### src/rtl/rf_pkg.sv
// Shared definitions for the register-file write path: widths, the write
// request record and the grant encoding used by the write-port arbiter.
package rf_pkg;

    localparam int DATA_W = 32;
    localparam int ADDR_W = 5;
    localparam int NREG   = 1 << ADDR_W;

    // One write request for the register file's single write port.
    typedef struct packed {
        logic [ADDR_W-1:0] addr;
        logic [DATA_W-1:0] data;
    } rf_wr_t;

    // Source that owns the write port in a given cycle.
    typedef enum logic [1:0] {
        GNT_IDLE = 2'd0,
        GNT_WB   = 2'd1,
        GNT_MDU  = 2'd2
    } grant_e;

endpackage

### src/rtl/rf_write_arbiter_if.sv
// Bundle of all non-clock signals around the register-file write arbiter:
// writeback source, MDU result handshake, issue reservation, hazard queries
// and the registered regFile write port.
interface rf_write_arbiter_if
    import rf_pkg::*;
();

    // Pipeline writeback (never stalled, always accepted)
    logic              wb_valid;
    logic [ADDR_W-1:0] wb_addr;
    logic [DATA_W-1:0] wb_data;

    // MDU result handshake
    logic              mdu_valid;
    logic              mdu_ready;
    logic [ADDR_W-1:0] mdu_addr;
    logic [DATA_W-1:0] mdu_data;

    // Issue-time reservation of an MDU destination
    logic              iss_valid;
    logic [ADDR_W-1:0] iss_addr;

    // Hazard queries
    logic [ADDR_W-1:0] q1_addr;
    logic [ADDR_W-1:0] q2_addr;
    logic              q1_busy;
    logic              q2_busy;

    // Back-pressure towards the pipeline
    logic              stall_req;

    // regFile write port
    logic [ADDR_W-1:0] rf_a3;
    logic              rf_we3;
    logic [DATA_W-1:0] rf_wd3;

    // Pipeline / MDU / issue side
    modport master (
        output wb_valid, wb_addr, wb_data,
        output mdu_valid, mdu_addr, mdu_data,
        input  mdu_ready,
        output iss_valid, iss_addr,
        output q1_addr, q2_addr,
        input  q1_busy, q2_busy,
        input  stall_req,
        input  rf_a3, rf_we3, rf_wd3
    );

    // Arbiter side
    modport slave (
        input  wb_valid, wb_addr, wb_data,
        input  mdu_valid, mdu_addr, mdu_data,
        output mdu_ready,
        input  iss_valid, iss_addr,
        input  q1_addr, q2_addr,
        output q1_busy, q2_busy,
        output stall_req,
        output rf_a3, rf_we3, rf_wd3
    );

endinterface

### src/rtl/rf_wr_fifo.sv
// Small circular FIFO of register write requests buffering MDU results until
// the write port is free. DEPTH must be a power of two and at least 2 so the
// pointers wrap naturally.
module rf_wr_fifo
    import rf_pkg::*;
#(
    parameter int  DEPTH = 2,
    localparam int CNT_W = $clog2(DEPTH + 1)
) (
    input  logic             clk,
    input  logic             rst_n,
    input  logic             push,
    input  rf_wr_t           push_data,
    input  logic             pop,
    output rf_wr_t           head,
    output logic [CNT_W-1:0] count,
    output logic             full,
    output logic             empty
);

    localparam int PTR_W = $clog2(DEPTH);

    rf_wr_t           mem [DEPTH];
    logic [PTR_W-1:0] wr_ptr;
    logic [PTR_W-1:0] rd_ptr;
    logic             do_push;
    logic             do_pop;

    // Ignore requests that would overflow or underflow.
    assign do_push = push && !full;
    assign do_pop  = pop && !empty;

    assign full  = (count == CNT_W'(DEPTH));
    assign empty = (count == '0);
    assign head  = mem[rd_ptr];

    // Storage write.
    // NOTE: the data array has no reset; only pointers and count define
    // which entries are valid, so clearing the storage would buy nothing.
    always_ff @(posedge clk) begin
        if (do_push) begin
            mem[wr_ptr] <= push_data;
        end
    end

    // Pointer and occupancy bookkeeping.
    // NOTE: state is updated with non-blocking assignments so every register
    // samples the pre-edge values regardless of statement order.
    always_ff @(posedge clk or negedge rst_n) begin
        if (!rst_n) begin
            wr_ptr <= '0;
            rd_ptr <= '0;
            count  <= '0;
        end else begin
            if (do_push) begin
                wr_ptr <= wr_ptr + PTR_W'(1);
            end
            if (do_pop) begin
                rd_ptr <= rd_ptr + PTR_W'(1);
            end
            if (do_push && !do_pop) begin
                count <= count + CNT_W'(1);
            end else if (!do_push && do_pop) begin
                count <= count - CNT_W'(1);
            end
        end
    end

endmodule

### src/rtl/rf_write_arbiter.sv
// Single write-port arbiter for the register file. The pipeline writeback has
// absolute priority; MDU results wait in a small FIFO and drain whenever the
// writeback slot is empty. A scoreboard marks registers with MDU results still
// in flight, and a starvation counter asks the pipeline for a bubble when a
// buffered MDU result has been blocked too long or the buffer is full.
module rf_write_arbiter
    import rf_pkg::*;
#(
    parameter int FIFO_DEPTH = 2,
    parameter int STARVE_LIM = 4
) (
    input logic                clk,
    input logic                rst_n,
    rf_write_arbiter_if.slave  bus
);

    localparam int CNT_W  = $clog2(FIFO_DEPTH + 1);
    localparam int SCNT_W = $clog2(STARVE_LIM + 1);

    // FIFO connections
    logic             fifo_push;
    logic             fifo_pop;
    rf_wr_t           fifo_in;
    rf_wr_t           fifo_head;
    logic [CNT_W-1:0] fifo_count;
    logic             fifo_full;
    logic             fifo_empty;

    // Arbitration result
    grant_e           grant;
    rf_wr_t           win;

    // Scoreboard and starvation tracking
    logic [NREG-1:0]   busy;
    logic [NREG-1:0]   busy_next;
    logic [SCNT_W-1:0] starve_cnt;

    // Registered write port
    logic [ADDR_W-1:0] rf_a3_q;
    logic              rf_we3_q;
    logic [DATA_W-1:0] rf_wd3_q;

    assign fifo_in.addr  = bus.mdu_addr;
    assign fifo_in.data  = bus.mdu_data;
    assign bus.mdu_ready = (fifo_count < CNT_W'(FIFO_DEPTH));
    assign fifo_push     = bus.mdu_valid && bus.mdu_ready;
    assign fifo_pop      = (grant == GNT_MDU);

    rf_wr_fifo #(
        .DEPTH (FIFO_DEPTH)
    ) u_fifo (
        .clk       (clk),
        .rst_n     (rst_n),
        .push      (fifo_push),
        .push_data (fifo_in),
        .pop       (fifo_pop),
        .head      (fifo_head),
        .count     (fifo_count),
        .full      (fifo_full),
        .empty     (fifo_empty)
    );

    // Pick the single owner of the write port: writeback, else FIFO head.
    // NOTE: every output of this block gets a default first, so no path
    // leaves a signal unassigned and no latch is inferred.
    always_comb begin
        grant = GNT_IDLE;
        win   = '0;
        if (bus.wb_valid) begin
            grant    = GNT_WB;
            win.addr = bus.wb_addr;
            win.data = bus.wb_data;
        end else if (!fifo_empty) begin
            grant = GNT_MDU;
            win   = fifo_head;
        end
    end

    // Register the winner onto the regFile port; r0 writes are swallowed.
    always_ff @(posedge clk or negedge rst_n) begin
        if (!rst_n) begin
            rf_a3_q  <= '0;
            rf_we3_q <= 1'b0;
            rf_wd3_q <= '0;
        end else begin
            rf_we3_q <= (grant != GNT_IDLE) && (win.addr != '0);
            if (grant != GNT_IDLE) begin
                rf_a3_q  <= win.addr;
                rf_wd3_q <= win.data;
            end
        end
    end

    assign bus.rf_a3  = rf_a3_q;
    assign bus.rf_we3 = rf_we3_q;
    assign bus.rf_wd3 = rf_wd3_q;

    // Scoreboard update: clear on pop, then set on issue so a same-address
    // set wins; r0 is never marked.
    always_comb begin
        busy_next = busy;
        if (fifo_pop) begin
            busy_next[fifo_head.addr] = 1'b0;
        end
        if (bus.iss_valid) begin
            busy_next[bus.iss_addr] = 1'b1;
        end
        busy_next[0] = 1'b0;
    end

    // Scoreboard register.
    always_ff @(posedge clk or negedge rst_n) begin
        if (!rst_n) begin
            busy <= '0;
        end else begin
            busy <= busy_next;
        end
    end

    // Hazard queries read the registered scoreboard only (no same-cycle bypass).
    assign bus.q1_busy = busy[bus.q1_addr];
    assign bus.q2_busy = busy[bus.q2_addr];

    // Count cycles a buffered MDU result is held off by writeback, saturating.
    always_ff @(posedge clk or negedge rst_n) begin
        if (!rst_n) begin
            starve_cnt <= '0;
        end else if (fifo_empty || fifo_pop) begin
            starve_cnt <= '0;
        end else if (starve_cnt != SCNT_W'(STARVE_LIM)) begin
            starve_cnt <= starve_cnt + SCNT_W'(1);
        end
    end

    assign bus.stall_req = (starve_cnt == SCNT_W'(STARVE_LIM)) || fifo_full;

endmodule

### src/flat_wrapper.sv
// flat-port wrapper written by rule: the top's interface ports become plain ports
module rf_write_arbiter_flat import rf_pkg::*;
#(
    parameter int FIFO_DEPTH = 2,
    parameter int STARVE_LIM = 4
)
  (clk, rst_n, bus_wb_valid, bus_wb_addr, bus_wb_data, bus_mdu_valid, bus_mdu_addr, bus_mdu_data, bus_mdu_ready, bus_iss_valid, bus_iss_addr, bus_q1_addr, bus_q2_addr, bus_q1_busy, bus_q2_busy, bus_stall_req, bus_rf_a3, bus_rf_we3, bus_rf_wd3);
  rf_write_arbiter_if bus_i ();
  input logic clk;
  input logic rst_n;
  input wire logic [$bits(bus_i.wb_valid)-1:0] bus_wb_valid;
  input wire logic [$bits(bus_i.wb_addr)-1:0] bus_wb_addr;
  input wire logic [$bits(bus_i.wb_data)-1:0] bus_wb_data;
  input wire logic [$bits(bus_i.mdu_valid)-1:0] bus_mdu_valid;
  input wire logic [$bits(bus_i.mdu_addr)-1:0] bus_mdu_addr;
  input wire logic [$bits(bus_i.mdu_data)-1:0] bus_mdu_data;
  output wire logic [$bits(bus_i.mdu_ready)-1:0] bus_mdu_ready;
  input wire logic [$bits(bus_i.iss_valid)-1:0] bus_iss_valid;
  input wire logic [$bits(bus_i.iss_addr)-1:0] bus_iss_addr;
  input wire logic [$bits(bus_i.q1_addr)-1:0] bus_q1_addr;
  input wire logic [$bits(bus_i.q2_addr)-1:0] bus_q2_addr;
  output wire logic [$bits(bus_i.q1_busy)-1:0] bus_q1_busy;
  output wire logic [$bits(bus_i.q2_busy)-1:0] bus_q2_busy;
  output wire logic [$bits(bus_i.stall_req)-1:0] bus_stall_req;
  output wire logic [$bits(bus_i.rf_a3)-1:0] bus_rf_a3;
  output wire logic [$bits(bus_i.rf_we3)-1:0] bus_rf_we3;
  output wire logic [$bits(bus_i.rf_wd3)-1:0] bus_rf_wd3;
  assign bus_i.wb_valid = bus_wb_valid;
  assign bus_i.wb_addr = bus_wb_addr;
  assign bus_i.wb_data = bus_wb_data;
  assign bus_i.mdu_valid = bus_mdu_valid;
  assign bus_i.mdu_addr = bus_mdu_addr;
  assign bus_i.mdu_data = bus_mdu_data;
  assign bus_mdu_ready = bus_i.mdu_ready;
  assign bus_i.iss_valid = bus_iss_valid;
  assign bus_i.iss_addr = bus_iss_addr;
  assign bus_i.q1_addr = bus_q1_addr;
  assign bus_i.q2_addr = bus_q2_addr;
  assign bus_q1_busy = bus_i.q1_busy;
  assign bus_q2_busy = bus_i.q2_busy;
  assign bus_stall_req = bus_i.stall_req;
  assign bus_rf_a3 = bus_i.rf_a3;
  assign bus_rf_we3 = bus_i.rf_we3;
  assign bus_rf_wd3 = bus_i.rf_wd3;
  rf_write_arbiter #(.FIFO_DEPTH(FIFO_DEPTH), .STARVE_LIM(STARVE_LIM)) u_core (.clk(clk), .rst_n(rst_n), .bus(bus_i));
endmodule
### config.mk
export PLATFORM = sky130hd
export DESIGN_NAME = rf_write_arbiter_flat
export DESIGN_NICKNAME = d
export VERILOG_FILES = /design/src/rtl/rf_pkg.sv /design/src/rtl/rf_write_arbiter_if.sv /design/src/rtl/rf_wr_fifo.sv /design/src/rtl/rf_write_arbiter.sv /design/src/flat_wrapper.sv
export SDC_FILE = /design/constraint.sdc
export NUM_CORES = 1
export LEC_CHECK = 0
export CAP_MARGIN = 20
export CELL_PAD_IN_SITES_DETAIL_PLACEMENT = 0
export CELL_PAD_IN_SITES_GLOBAL_PLACEMENT = 1
export CORE_UTILIZATION = 45
export CTS_BUF_LIST = sky130_fd_sc_hd__clkbuf_4 sky130_fd_sc_hd__clkbuf_8
export CTS_CLUSTER_DIAMETER = 30
export DETAILED_ROUTE_END_ITERATION = 10
export PLACE_DENSITY_LB_ADDON = 0.08
export SYNTH_ARGS = -nofsm -noshare
export SYNTH_HDL_FRONTEND = slang
export SYNTH_SLANG_ARGS = --single-unit
export TNS_END_PERCENT = 5
### constraint.sdc
create_clock -name clk -period 4.5 [get_ports clk]
set_clock_uncertainty 0.2 [all_clocks]
set_input_delay 0.45 -clock clk [delete_from_list [all_inputs] [get_ports clk]]
set_output_delay 0.45 -clock clk [all_outputs]
set_load 0.005 [all_outputs]
# Word level (Yosys, flattened, before mapping)
# Memories as Yosys holds them, arrays and structs flattened.
# Cells that the tools add are included.
[totals] mem_count=1 input_bits=94 out_inout_bits=42 ramBits=74 reg_bits=76
[op_classes] n_bitwise=3 n_addsub=5 eq_ne=4 n_mux=20 magnitude_cmp=7 reduce_logical=19
[mem_list] memory="u_core.u_fifo.mem" depth=2 word_bits=37 read_ports=1 rd_clocked_by_memory_dff=0 wr=1 line="rf_wr_fifo.sv:23" rtl="rf_wr_t mem [DEPTH];"
[op_table] cell="$mux 37" n=2
[op_table] cell="$mux 32" n=2
[op_table] cell="$and 32x32->32" n=1
[op_table] cell="$not 32->32" n=1
[op_table] cell="$or 32x32->32" n=1
[op_table] cell="$lt 5x6->1 const B" n=4
[op_table] cell="$bmux 1 s5" n=2
[op_table] cell="$demux 1 s5" n=2
[op_table] cell="$ge 5x1->1 const B" n=2
[op_table] cell="$logic_and 1x1->1" n=8
[op_table] cell="$mux 2" n=4
[op_table] cell="$mux 1" n=6
[op_table] cell="$mux 3" n=2
[op_table] cell="$reduce_bool 2->1" n=3
[op_table] cell="$reduce_bool 5->1" n=1
[op_table] cell="$eq 2x2->1 const B" n=2
[op_table] cell="$logic_not 1->1" n=4
[op_table] cell="$add 3x1->3 const B" n=1
[op_table] cell="$eq 3x3->1 const B" n=1
[op_table] cell="$ne 3x3->1 const B" n=1
[op_table] cell="$add 1x1->1 const B" n=2
[op_table] cell="$add 2x1->2 const B" n=1
[op_table] cell="$logic_not 2->1" n=1
[op_table] cell="$logic_or 1x1->1" n=2
[op_table] cell="other kinds (2)" n=2

# Longest topological paths before layout
# Gate-level depths: netlist of run 1.
# An unclocked memory read counts as a cell.
[depth] ltp_word=10 depth_mapped=7 mapped_depth_nobuf=6

# Hierarchy
# Synthesis of run 1 repeated with hierarchy kept, for this count alone.
[unflattened] hier_cells=519 area_unflattened_um2=6717.7
[modules_own_cells] module="rf_write_arbiter" seq_area_each_um2=1801.7 area_each_um2=3768.6 cells_each=385 n_inst=1
[modules_own_cells] module="rf_wr_fifo" seq_area_each_um2=2322.2 area_each_um2=2949.1 cells_each=134 n_inst=1

# Worst setup path after synthesis of run 1
# Ideal clock, no wire load.
[synth_timing] kind="input-to-reg" startpoint="in bus_mdu_valid" endpoint="mem u_core.u_fifo.mem[0][0] in the netlist's numbering, enable pin" arrival_time_ns=2.395 n_path_buf=0 slack_ns=1.469 cell_stages=2 t_required_ns=3.864 path_cell_list="nor2b_1 > nor2b_1"
[synth_via] elab_chain_len=4
[synth_rtl] item="start: declaration" line="flat_wrapper.sv:14" rtl="input wire logic [$bits(bus_i.mdu_valid)-1:0] bus_mdu_valid;"
[synth_rtl] item="$logic_and 1x1->1" line="rf_write_arbiter.sv:46" rtl="assign fifo_push = bus.mdu_valid && bus.mdu_ready;"
[synth_rtl] item="$logic_and 1x1->1" line="rf_wr_fifo.sv:30" rtl="assign do_push = push && !full;"
[synth_rtl] item="$mux 1" line="rf_wr_fifo.sv:41" rtl="if (do_push) begin"
[synth_rtl] item="$mux 1 (implied by the code)" line="rf_wr_fifo.sv:42" rtl="mem[wr_ptr] <= push_data;"
[synth_rtl] item="end: declaration" line="rf_wr_fifo.sv:23"
# No other way between the ends.

# Worst setup path in the final report of run 1
[layout_timing] startpoint="in bus_q2_addr[0]" endpoint="out bus_q2_busy"
[layout_via] elab_chain_len=2
[layout_rtl] item="start: declaration" line="flat_wrapper.sv:21" rtl="input wire logic [$bits(bus_i.q2_addr)-1:0] bus_q2_addr;"
[layout_rtl] item="$bmux 1 s5" line="rf_write_arbiter.sv:122" rtl="assign bus.q2_busy = busy[bus.q2_addr];"
[layout_rtl] item="$mux 1 (implied by the code)" line="rf_write_arbiter.sv:122"
[layout_rtl] item="end: declaration" line="flat_wrapper.sv:23" rtl="output wire logic [$bits(bus_i.q2_busy)-1:0] bus_q2_busy;"
# No other way between the ends. The select of a mux whose other input is x is not followed.

==> qor.csv, run 1 <==
metric;value;unit
status;complete, no violations;
syn_area;6660;um2
drtAntennaViolNets;0;
via_per_inst;5.36;
async_reset_ff_share;50.7;%
dieArea;15300;um2
cp_num_buf_inv;2;
p_sw;1580;uW
area_growth;29.2;%
r2r-end;u_core.bus.rf_we3;
hp-class;input pin to asynchronous set/reset pin;
max_freq;316;MHz
io_buffers;135;
synth_ff_type;dfrtp_1;
hold_violations;0;
yosys.area.top_type_share;33.4;%
cts_tree;done;
r2r_setup_slack;2180;ps
p_sw_share;32.8;%
top_usage_layer;met2;
path_class;input pin to output port;
drt_iter0_markers;312;
fin_util;59.4;%
grt_pass1_wl;24200;um
clk_latency;450;ps
crit_path_frequent_cell;clkdlybuf4s50_1;
synthTopCellsByArea;edfxtp_1, dfrtp_1, mux2i_1;
numCtsBuffers;17;
die_x;124;um
fin_crit;3160;ps
drc_errors;0;
clock-sinks;150;
first_pass_iters;4;
io-pin-count;136;
clk_transition_reported_paths;80;ps
cp_num_cells;6;
cap_violations;0;
critPathCaptureType;output port;
grt_max_degree;78;
powerDensity;559;nW/um2
synthDistinctLibCells;42;
path_delay_family;buffers and inverters;
grt_usage;21.2;%
fp-row-count;44;
clockBufferDepth;2;
cts-resized-gates;0;
grt_pass1_vias;4729;
final_cell_mix;clkdlybuf4s50_1, o21ai_0, dfrtp_1;
leakage;0.00333;uW
nets;784;
yosys_warnings;0;
vias;4739;
grtUsageMet3;5.59;%
drive_gt1_share;9.71;%
cp.required;3850;ps
start_util;46.0;%
p_comb_share;32.6;%
seqPwrFrac;45.0;%
final_common_cell;clkdlybuf4s50_1;
grt_overflow_total;0;
p_int;3230;uW
r2r-start;u_core.u_fifo.rd_ptr;
place.gp.congestion;0.821;
synth_edf_count;74;
relSlewSlack;34.1;%
setup_viol;0;
grtUsageMet1;27.1;%
crit_chain;clkdlybuf4s50_1 > mux4_2 > nand2b_1 > o211ai_1 > nand4_1 > clkdlybuf4s50_1;
synth.largest_area_cell;edfxtp_1;
fin_cells;884;
synth.avg_cell_area;12.0;um2
critPathSlowestCell;clkdlybuf4s50_1;
antenna_found_initial;0;
avgRoutedWirePerCell;17.1;um
grt_use_met2;33.7;%
hpwl;10200;um
worst_pin_slew;988;ps
critPathMaxStageDelay;670;ps
finalWirelength;15100;um
clkPwrFrac;22.4;%
fin_crit_sh;70.2;%
nFillCells;1203;
rsz0062_at_grt;no;
antenna-diode-count;0;
finalSetupTns;0;ps
syn-num-nets;651;
cts_max_level;4;
post-cts-setup-buffers;0;
maxSlewViolCount;0;
r2r_cells;4;
clock-root-buffer;clkbuf_8;
synth_cells;554;
ys_ff_latch;150;
critical_path.max_fanout;7;
core_area;14500;um2
irDropWorstVdd;0.265;mV
hold_buffers;0;
die_h;124;um
dp.cells;850;
worst_setup_path_start_kind;input pin;
yosysSeqAreaShare;61.9;%
worstPathArrival;2510;ps
logic make-up (layout without fill, tap and decap cells):
logic type,count (synthesis),count (layout),share of synthesized area [%]
compound gates,158,158,12.4
flops,150,150,61.9
simple gates,140,140,10.4
mux,64,64,11.4
buf+inv,33,179,2.52
xor+xnor,6,6,0.789
fa+ha+maj,3,3,0.564
layer usage:
metal / part of all wire (%) / vias to the layer above
li1: - / 2289
met4: 1.9 / 0
met2: 48 / 124
met3: 5.8 / 20
met5: 0 / -
met1: 44 / 2306
registers in the layout (all words and copies together) (netlist names):
register              cells
u_core.u_fifo.rd_ptr      1
u_core.bus.rf_a3          5
u_core.starve_cnt         3
u_core.busy              31
u_core.u_fifo.mem        74
u_core.u_fifo.count       2
u_core.u_fifo.wr_ptr      1
u_core.bus.rf_wd3        32
u_core.bus.rf_we3         1
worst reg2reg max path: stages, from the launching register on:
cell and delay [ps]:
dfrtp_2 820, mux2i_2 560, nand3_1 260, o21ai_0 230, o21ai_0 100
power groups by stage:
stage	logic [uW]	registers [uW]	clock network (uW)
6_report	1570	2160	1080
5_1_grt	1750	2210	1160
4_1_cts	1580	2160	1100
3_5_place_dp	1570	2190	0
3_3_place_gp	1530	2190	0
2_1_floorplan	1070	2050	0
cell type report:
cell class              instances  area [um2]  area share (%)
repair buffers                141        1420            16.6
well taps                     184         230            2.68
multi-input cells             371        2380            27.7
clock inverters                11         154            1.79
clock buffers                  21         264            3.07
flip-flops and latches        150        4130            48.0
inverters                       6        22.5           0.262
synthesized netlist by cell type (2+ instances only):
cell and instances:
nor2b_1 6, mux2i_1 51, o21ai_1 24, a22oi_1 4
or3b_2 3, nand2b_1 4, ha_1 3, nand3_2 2
buf_2 7, mux2_4 2, clkbuf_1 15, o211ai_1 2
mux2i_2 2, o2111ai_1 2, xor2_1 3, a21oi_1 39
nand3_1 15, buf_4 3, nand4_1 2, nor2_1 41
mux2i_4 2, or3_4 3, or3_1 2, dfrtp_1 76
a211oi_1 2, inv_1 6, xnor2_1 3, o21ai_0 84
mux4_2 6, nand3b_4 2, nand3b_1 5, edfxtp_1 74
nand2_1 50
worst max path at each step:
stage                    from                 endpoint  slack, ps
2_1_floorplan   bus_mdu_valid  u_core.u_fifo.mem[0][0]       1470
3_3_place_gp   bus_q2_addr[0]              bus_q2_busy       1350
3_5_place_dp   bus_q2_addr[0]              bus_q2_busy       1330
4_1_cts        bus_q1_addr[0]              bus_q1_busy       1320
5_1_grt        bus_q2_addr[0]              bus_q2_busy       1200
6_report       bus_q2_addr[0]              bus_q2_busy       1340
through the flow:
| stage | hold WS (ps) | total power [uW] | cell area, um2 | setup slack [ps] |
|---|---|---|---|---|
| after floorplan | -45.6 | 3120 | 6660 | 1470 |
| after global placement | 321 | 3720 | 8120 | 1350 |
| after detailed placement | 322 | 3760 | 8140 | 1330 |
| after CTS | 2.69 | 4840 | 8560 | 1320 |
| after global routing | 153 | 5120 | 8600 | 1200 |
| final | 157 | 4810 | 8600 | 1340 |
Power figures use the tool's default switching activity.
==> inputs of run 2 (changes only) <==
--- a/config.mk
+++ b/config.mk
@@ -8,7 +8,7 @@
 export CAP_MARGIN = 20
 export CELL_PAD_IN_SITES_DETAIL_PLACEMENT = 0
 export CELL_PAD_IN_SITES_GLOBAL_PLACEMENT = 1
-export CORE_UTILIZATION = 45
+export CORE_UTILIZATION = 42
 export CTS_BUF_LIST = sky130_fd_sc_hd__clkbuf_4 sky130_fd_sc_hd__clkbuf_8
 export CTS_CLUSTER_DIAMETER = 30
 export DETAILED_ROUTE_END_ITERATION = 10
==> constraint.sdc (replaced) <==
create_clock -name clk -period 3.1 [get_ports clk]
set_clock_uncertainty 0.2 [all_clocks]
set_input_delay 0.31 -clock clk [delete_from_list [all_inputs] [get_ports clk]]
set_output_delay 0.31 -clock clk [all_outputs]
set_load 0.005 [all_outputs]
==> run 2 against run 1 <==
Compared with the run above: design area is 1.3% higher; via count is 0.78% higher; worst setup slack worse by 1100 ps; critical path depth stayed put; non-clock buffer count is 7 higher; final cell count is 3.8% higher; count of clock-buffer cells in the layout is 3 lower; die area is 7.0% higher.
==> qor.csv, run 2 (same netlist as run 1, synthesis figures left out) <==
metric;value;unit
irDropWorstVdd;0.431;mV
holdPathStages;3;
path_class;input pin to output port;
drt_iter0_markers;218;
critical_path.max_fanout;7;
area_growth;30.8;%
cp.required;2590;ps
cp_num_buf_inv;2;
first_pass_iters;5;
drive_gt1_share;10.6;%
max_freq;346;MHz
hp-class;input pin to flip-flop;
setup_viol;0;
clockBufferDepth;2;
grt_pass1_vias;5029;
leakage;0.00337;uW
start_util;43.5;%
die_h;128;um
critPathCaptureType;output port;
grt_use_met2;33.7;%
grtUsageMet3;5.43;%
regMostFlops;u_core.u_fifo.mem;
clock-sinks;150;
avgRoutedWirePerCell;16.7;um
fin_cells;918;
top_usage_layer;met2;
place_area;8250;um2
worst_setup_path_start_kind;input pin;
clk_latency;450;ps
die_x;128;um
worstPathArrival;2380;ps
cp_num_cells;6;
dieArea;16400;um2
finalWirelength;15300;um
r2r_cells;4;
finalSetupTns;0;ps
fin_crit_sh;93.4;%
nFillCells;1363;
grtUsageMet1;26.4;%
holdWs;202;ps
critPathSlowestCell;clkdlybuf4s50_1;
rsz0062_at_grt;no;
grt_overflow_total;0;
final_cell_mix;clkdlybuf4s50_1, o21ai_0, dfrtp_1;
maxSlewViolCount;0;
grt_usage;20.6;%
place.gp.congestion;0.876;
fin_util;56.9;%
antenna-diode-count;0;
io-pin-count;136;
hold_violations;0;
dp.cells;885;
io_buffers;135;
register_area;4130;um2
worst_pin_slew;782;ps
nets;791;
clk_transition_reported_paths;80;ps
grt_max_degree;78;
cts_max_level;4;
fin_crit;2890;ps
core_area;15300;um2
fin_area;8710;um2
via_per_inst;5.20;
crit_path_frequent_cell;clkdlybuf4s50_1;
critPathMaxStageDelay;700;ps
fp-row-count;45;
powerDensity;815;nW/um2
relSlewSlack;47.9;%
clock-root-buffer;clkbuf_8;
vias;4776;
antenna_found_initial;0;
multiInputGateArea;2380;um2
grt_pass1_wl;25600;um
drc_errors;0;
final_common_cell;clkdlybuf4s50_1;
numCtsBuffers;17;
cts_tree;done;
largest_reg_flops;74;
path_delay_family;buffers and inverters;
crit_chain;clkdlybuf4s50_1 > mux4_2 > nand2b_1 > o211ai_1 > nand4_1 > clkdlybuf4s50_1;
drtAntennaViolNets;0;
status;complete, no violations;
cap_violations;0;
hpwl;10800;um
==> run 2: cell type report <==
cell class | instances | area share (%)
clock buffer | 18 | 2.85
clock inverter | 14 | 2.28
inverter | 6 | 0.259
multi-input combinational | 371 | 27.3
sequential | 150 | 47.4
tap | 211 | 3.03
timing repair buffer | 148 | 16.9
==> run 2: per-stage QoR <==
| stage | worst slack [ps] | power (uW) |
|---|---|---|
| after global placement | 241 | 5450 |
| after CTS | 201 | 7180 |
| after detailed placement | 197 | 5520 |
| after floorplan | 122 | 4530 |
| final | 206 | 7100 |
| after global routing | 104 | 7590 |
==> run 2: worst reg2reg max path: cells and delay by family (launching register included) <==
family / cells / cell delay [ps]
AOI/OAI and AO/OA: 2 / 330
DFF: 1 / 650
muxes: 1 / 530
and+or+nand+nor: 1 / 240
==> run 2: where the power goes <==
group          total, uW  switching [uW]  internal, uW
Combinational       2340            1160          1180
Clock               1650             746           906
Sequential          3100             411          2690
Total               7100            2320          4780
==> run 2: repair_timing <==
item | 4_1_cts | 5_1_grt
resized for setup | 0 | 0
hold buffers | 1 | 0
endpoints found under the setup margin | 0 | 0
setup buffers | 0 | 0
hold endpoints to repair | 56 | 0
==> run 2: path summary, 6_finish.rpt <==
path                                      startpoint                     to  slack (ps)
worst max-delay path                  bus_q2_addr[0]            bus_q2_busy         210
worst min-delay path                    bus_wb_valid   u_core.u_fifo.rd_ptr         200
worst max register to register  u_core.u_fifo.rd_ptr      u_core.bus.rf_we3         980
worst min register to register        u_core.busy[2]         u_core.busy[2]         340
max in group asynchronous                      rst_n  u_core.bus.rf_wd3[12]        1730
min in group asynchronous                      rst_n        u_core.busy[14]         270
==> run 2: layer usage <==
| metal | routed length, um | share of wire, % | up-vias |
|---|---|---|---|
| met3 | 768 | 5.0 | 18 |
| met5 | 0 | 0 | - |
| met1 | 6930 | 45 | 2321 |
| met2 | 7380 | 48 | 128 |
| li1 | - | - | 2309 |
| met4 | 214 | 1.4 | 0 |
==> inputs of run 3 (changes only) <==
--- a/config.mk
+++ b/config.mk
@@ -8,12 +8,13 @@
 export CAP_MARGIN = 20
 export CELL_PAD_IN_SITES_DETAIL_PLACEMENT = 0
 export CELL_PAD_IN_SITES_GLOBAL_PLACEMENT = 1
-export CORE_UTILIZATION = 42
+export CORE_UTILIZATION = 43
 export CTS_BUF_LIST = sky130_fd_sc_hd__clkbuf_4 sky130_fd_sc_hd__clkbuf_8
 export CTS_CLUSTER_DIAMETER = 30
 export DETAILED_ROUTE_END_ITERATION = 10
 export PLACE_DENSITY_LB_ADDON = 0.08
 export SYNTH_ARGS = -nofsm -noshare
 export SYNTH_HDL_FRONTEND = slang
+export SYNTH_HIERARCHICAL = 1
 export SYNTH_SLANG_ARGS = --single-unit
 export TNS_END_PERCENT = 5
==> constraint.sdc (replaced) <==
create_clock -name clk -period 3.1 [get_ports clk]
set_clock_uncertainty 0.2 [all_clocks]
set_input_delay 0.31 -clock clk [delete_from_list [all_inputs] [get_ports clk]]
set_output_delay 0.31 -clock clk [all_outputs]
set_load 0.1 [all_outputs]
==> run 3 against run 2 <==
Compared with the run above: wire length up 1.0%; final cell count down 6.4%; clock power down 18%; count of clock-buffer cells in the layout down 1; first-iteration DRC count up 1.8%; via count down 4.0%; die area down 1.4%; sequential share of layout area up 0.76 points; non-clock buffer count down 2; hold slack worse by 70 ps; critical path type unchanged.
==> qor.csv, run 3 <==
metric;value;unit
status;complete, no violations;
holdWs;131;ps
grt_usage;20.5;%
synth_top_family_by_area;multiplexers;
avgRoutedWirePerCell;18.0;um
grt_max_degree;77;
synth_commonest_cells;o21ai_0, dfrtp_1, edfxtp_1;
clockBufferDepth;2;
ys_ff_latch;150;
grt_pass1_wl;24800;um
worst_pin_slew;734;ps
cts_max_level;4;
drtAntennaViolNets;0;
synth_edf_count;74;
synthXorXnorAreaFrac;0.782;%
rsz0062_at_grt;no;
holdPathStages;4;
via_per_inst;5.34;
cts-resized-gates;0;
clock-sinks;150;
fin_crit_sh;85.6;%
antenna-diode-count;0;
cts_tree;done;
synthDistinctLibCells;33;
hold_violations;0;
yosys.area.top_type_share;33.1;%
yosys_warnings;6;
clock-root-buffer;clkbuf_8;
cap_violations;0;
fp-row-count;45;
critical_path.max_fanout;7;
first_pass_iters;5;
die_x;127;um
worstPathArrival;2140;ps
synthAdderAreaFrac;0.559;%
io_buffers;135;
largest_reg_flops;74;
critPathSlowestCell;clkdlybuf4s50_1;
synthTopCellsByArea;edfxtp_1, dfrtp_1, mux2i_1;
maxSlewViolCount;0;
area_growth;27.6;%
antenna_found_initial;0;
final_common_cell;o21ai_0;
multiInputGateArea;2450;um2
critPathCaptureType;output port;
yosysSeqAreaShare;61.4;%
clk_latency;440;ps
yosys.area_share.simple;8.16;%
async_reset_ff_share;50.7;%
drt_iter0_markers;222;
hp-class;input pin to flip-flop;
synth.largest_area_cell;edfxtp_1;
path_class;input pin to output port;
powerDensity;941;nW/um2
finalSetupTns;0;ps
leakage;0.00335;uW
register_area;4130;um2
hpwl;10700;um
finalWirelength;15500;um
nets;755;
synth_compound_area_share;9.31;%
fin_crit;2650;ps
final_cell_mix;o21ai_0, clkdlybuf4s50_1, dfrtp_1;
grt_overflow_total;0;
grt_pass1_vias;4825;
place.gp.congestion;0.815;
syn-num-nets;616;
syn_area;6720;um2
synth_cells;519;
synth.most_common_cell;o21ai_0;
io-pin-count;136;
start_util;44.2;%
core_area;15200;um2
max_freq;377;MHz
hold_buffers;1;
setup_slack;447;ps
worst_setup_path_start_kind;input pin;
cp.required;2590;ps
post-cts-setup-buffers;0;
synth.avg_cell_area;12.9;um2
drive_gt1_share;20.3;%
synthMuxAreaShare;17.4;%
regMostFlops;u_core/u_fifo/mem;
die_h;127;um
r2r_cells;6;
relSlewSlack;51.0;%
crit_chain;clkdlybuf4s50_1 > mux4_2 > nand2b_1 > o211ai_1 > nand4_1 > buf_12;
pre_cts_slack;423;ps
numCtsBuffers;17;
synth_ff_type;dfrtp_1;
drc_errors;0;
clk_transition_reported_paths;80;ps
vias;4587;
irDropWorstVdd;0.614;mV
nFillCells;1302;
dieArea;16100;um2
critPathMaxStageDelay;640;ps
setup_viol;0;
## run 3: cell families after synthesis
family | count (synthesis)
flip-flops | 150
AO/OA/AOI/OAI | 119
AND/OR/NAND/NOR | 111
multiplexers | 97
buffers and inverters | 33
XOR/XNOR | 6
adder cells (fa/ha/maj) | 3
## run 3: per-layer routing
metal | wire (um) | vias up | global-route usage [%] | share of wire, %
li1 | - | 2193 | - | -
met1 | 6920 | 2243 | 26.7 | 45
met2 | 7370 | 140 | 32.8 | 48
met3 | 993 | 11 | 6.41 | 6.4
met4 | 174 | 0 | 6.16 | 1.1
met5 | 0 | - | 0 | 0
## run 3: per-stage QoR
stage | util (%) | area [um2] | instances | total power [uW]
floorplan | - | 6720 | 519 | 5770
global placement | 53.9 | 8200 | 826 | 6690
detailed placement | 53.9 | 8200 | 826 | 6750
CTS | 56.4 | 8570 | 859 | 8140
global route | 56.4 | 8570 | 859 | 8500
finish | 56.4 | 8570 | 859 | 8060
## run 3: final timing paths
| kind | start | to | slack (ps) |
|---|---|---|---|
| worst max-delay path | bus_q1_addr[0] | bus_q1_busy | 450 |
| worst min-delay path | bus_wb_valid | u_core/u_fifo/rd_ptr | 130 |
| worst max register to register | u_core/u_fifo/rd_ptr | u_core/busy[8] | 860 |
| worst min register to register | u_core/bus.rf_a3[3] | u_core/bus.rf_a3[3] | 340 |
| max in group asynchronous | rst_n | u_core/bus.rf_wd3[13] | 1710 |
| min in group asynchronous | rst_n | u_core/busy[19] | 250 |
## run 3: critical path, delay by kind of cell
family,cells,cell delay [ps]
AO/OA/AOI/OAI,1,110
multiplexers,1,550
AND/OR/NAND/NOR,2,320
buffers and inverters,2,850
## run 3: area by class of cell
| type | instances | area share, % |
|---|---|---|
| tap | 188 | 2.74 |
| inverter | 7 | 0.307 |
| timing repair buffer | 146 | 16.0 |
| clock buffer | 17 | 2.73 |
| clock inverter | 15 | 1.49 |
| multi-input combinational | 336 | 28.6 |
| sequential | 150 | 48.1 |
## run 3: report_power, final
part | total [uW] | internal, uW | leakage, uW | switching [uW]
clock | 1360 | 633 | 0.000178 | 732
combinational | 3610 | 1250 | 0.00159 | 2360
sequential | 3090 | 2690 | 0.00159 | 398
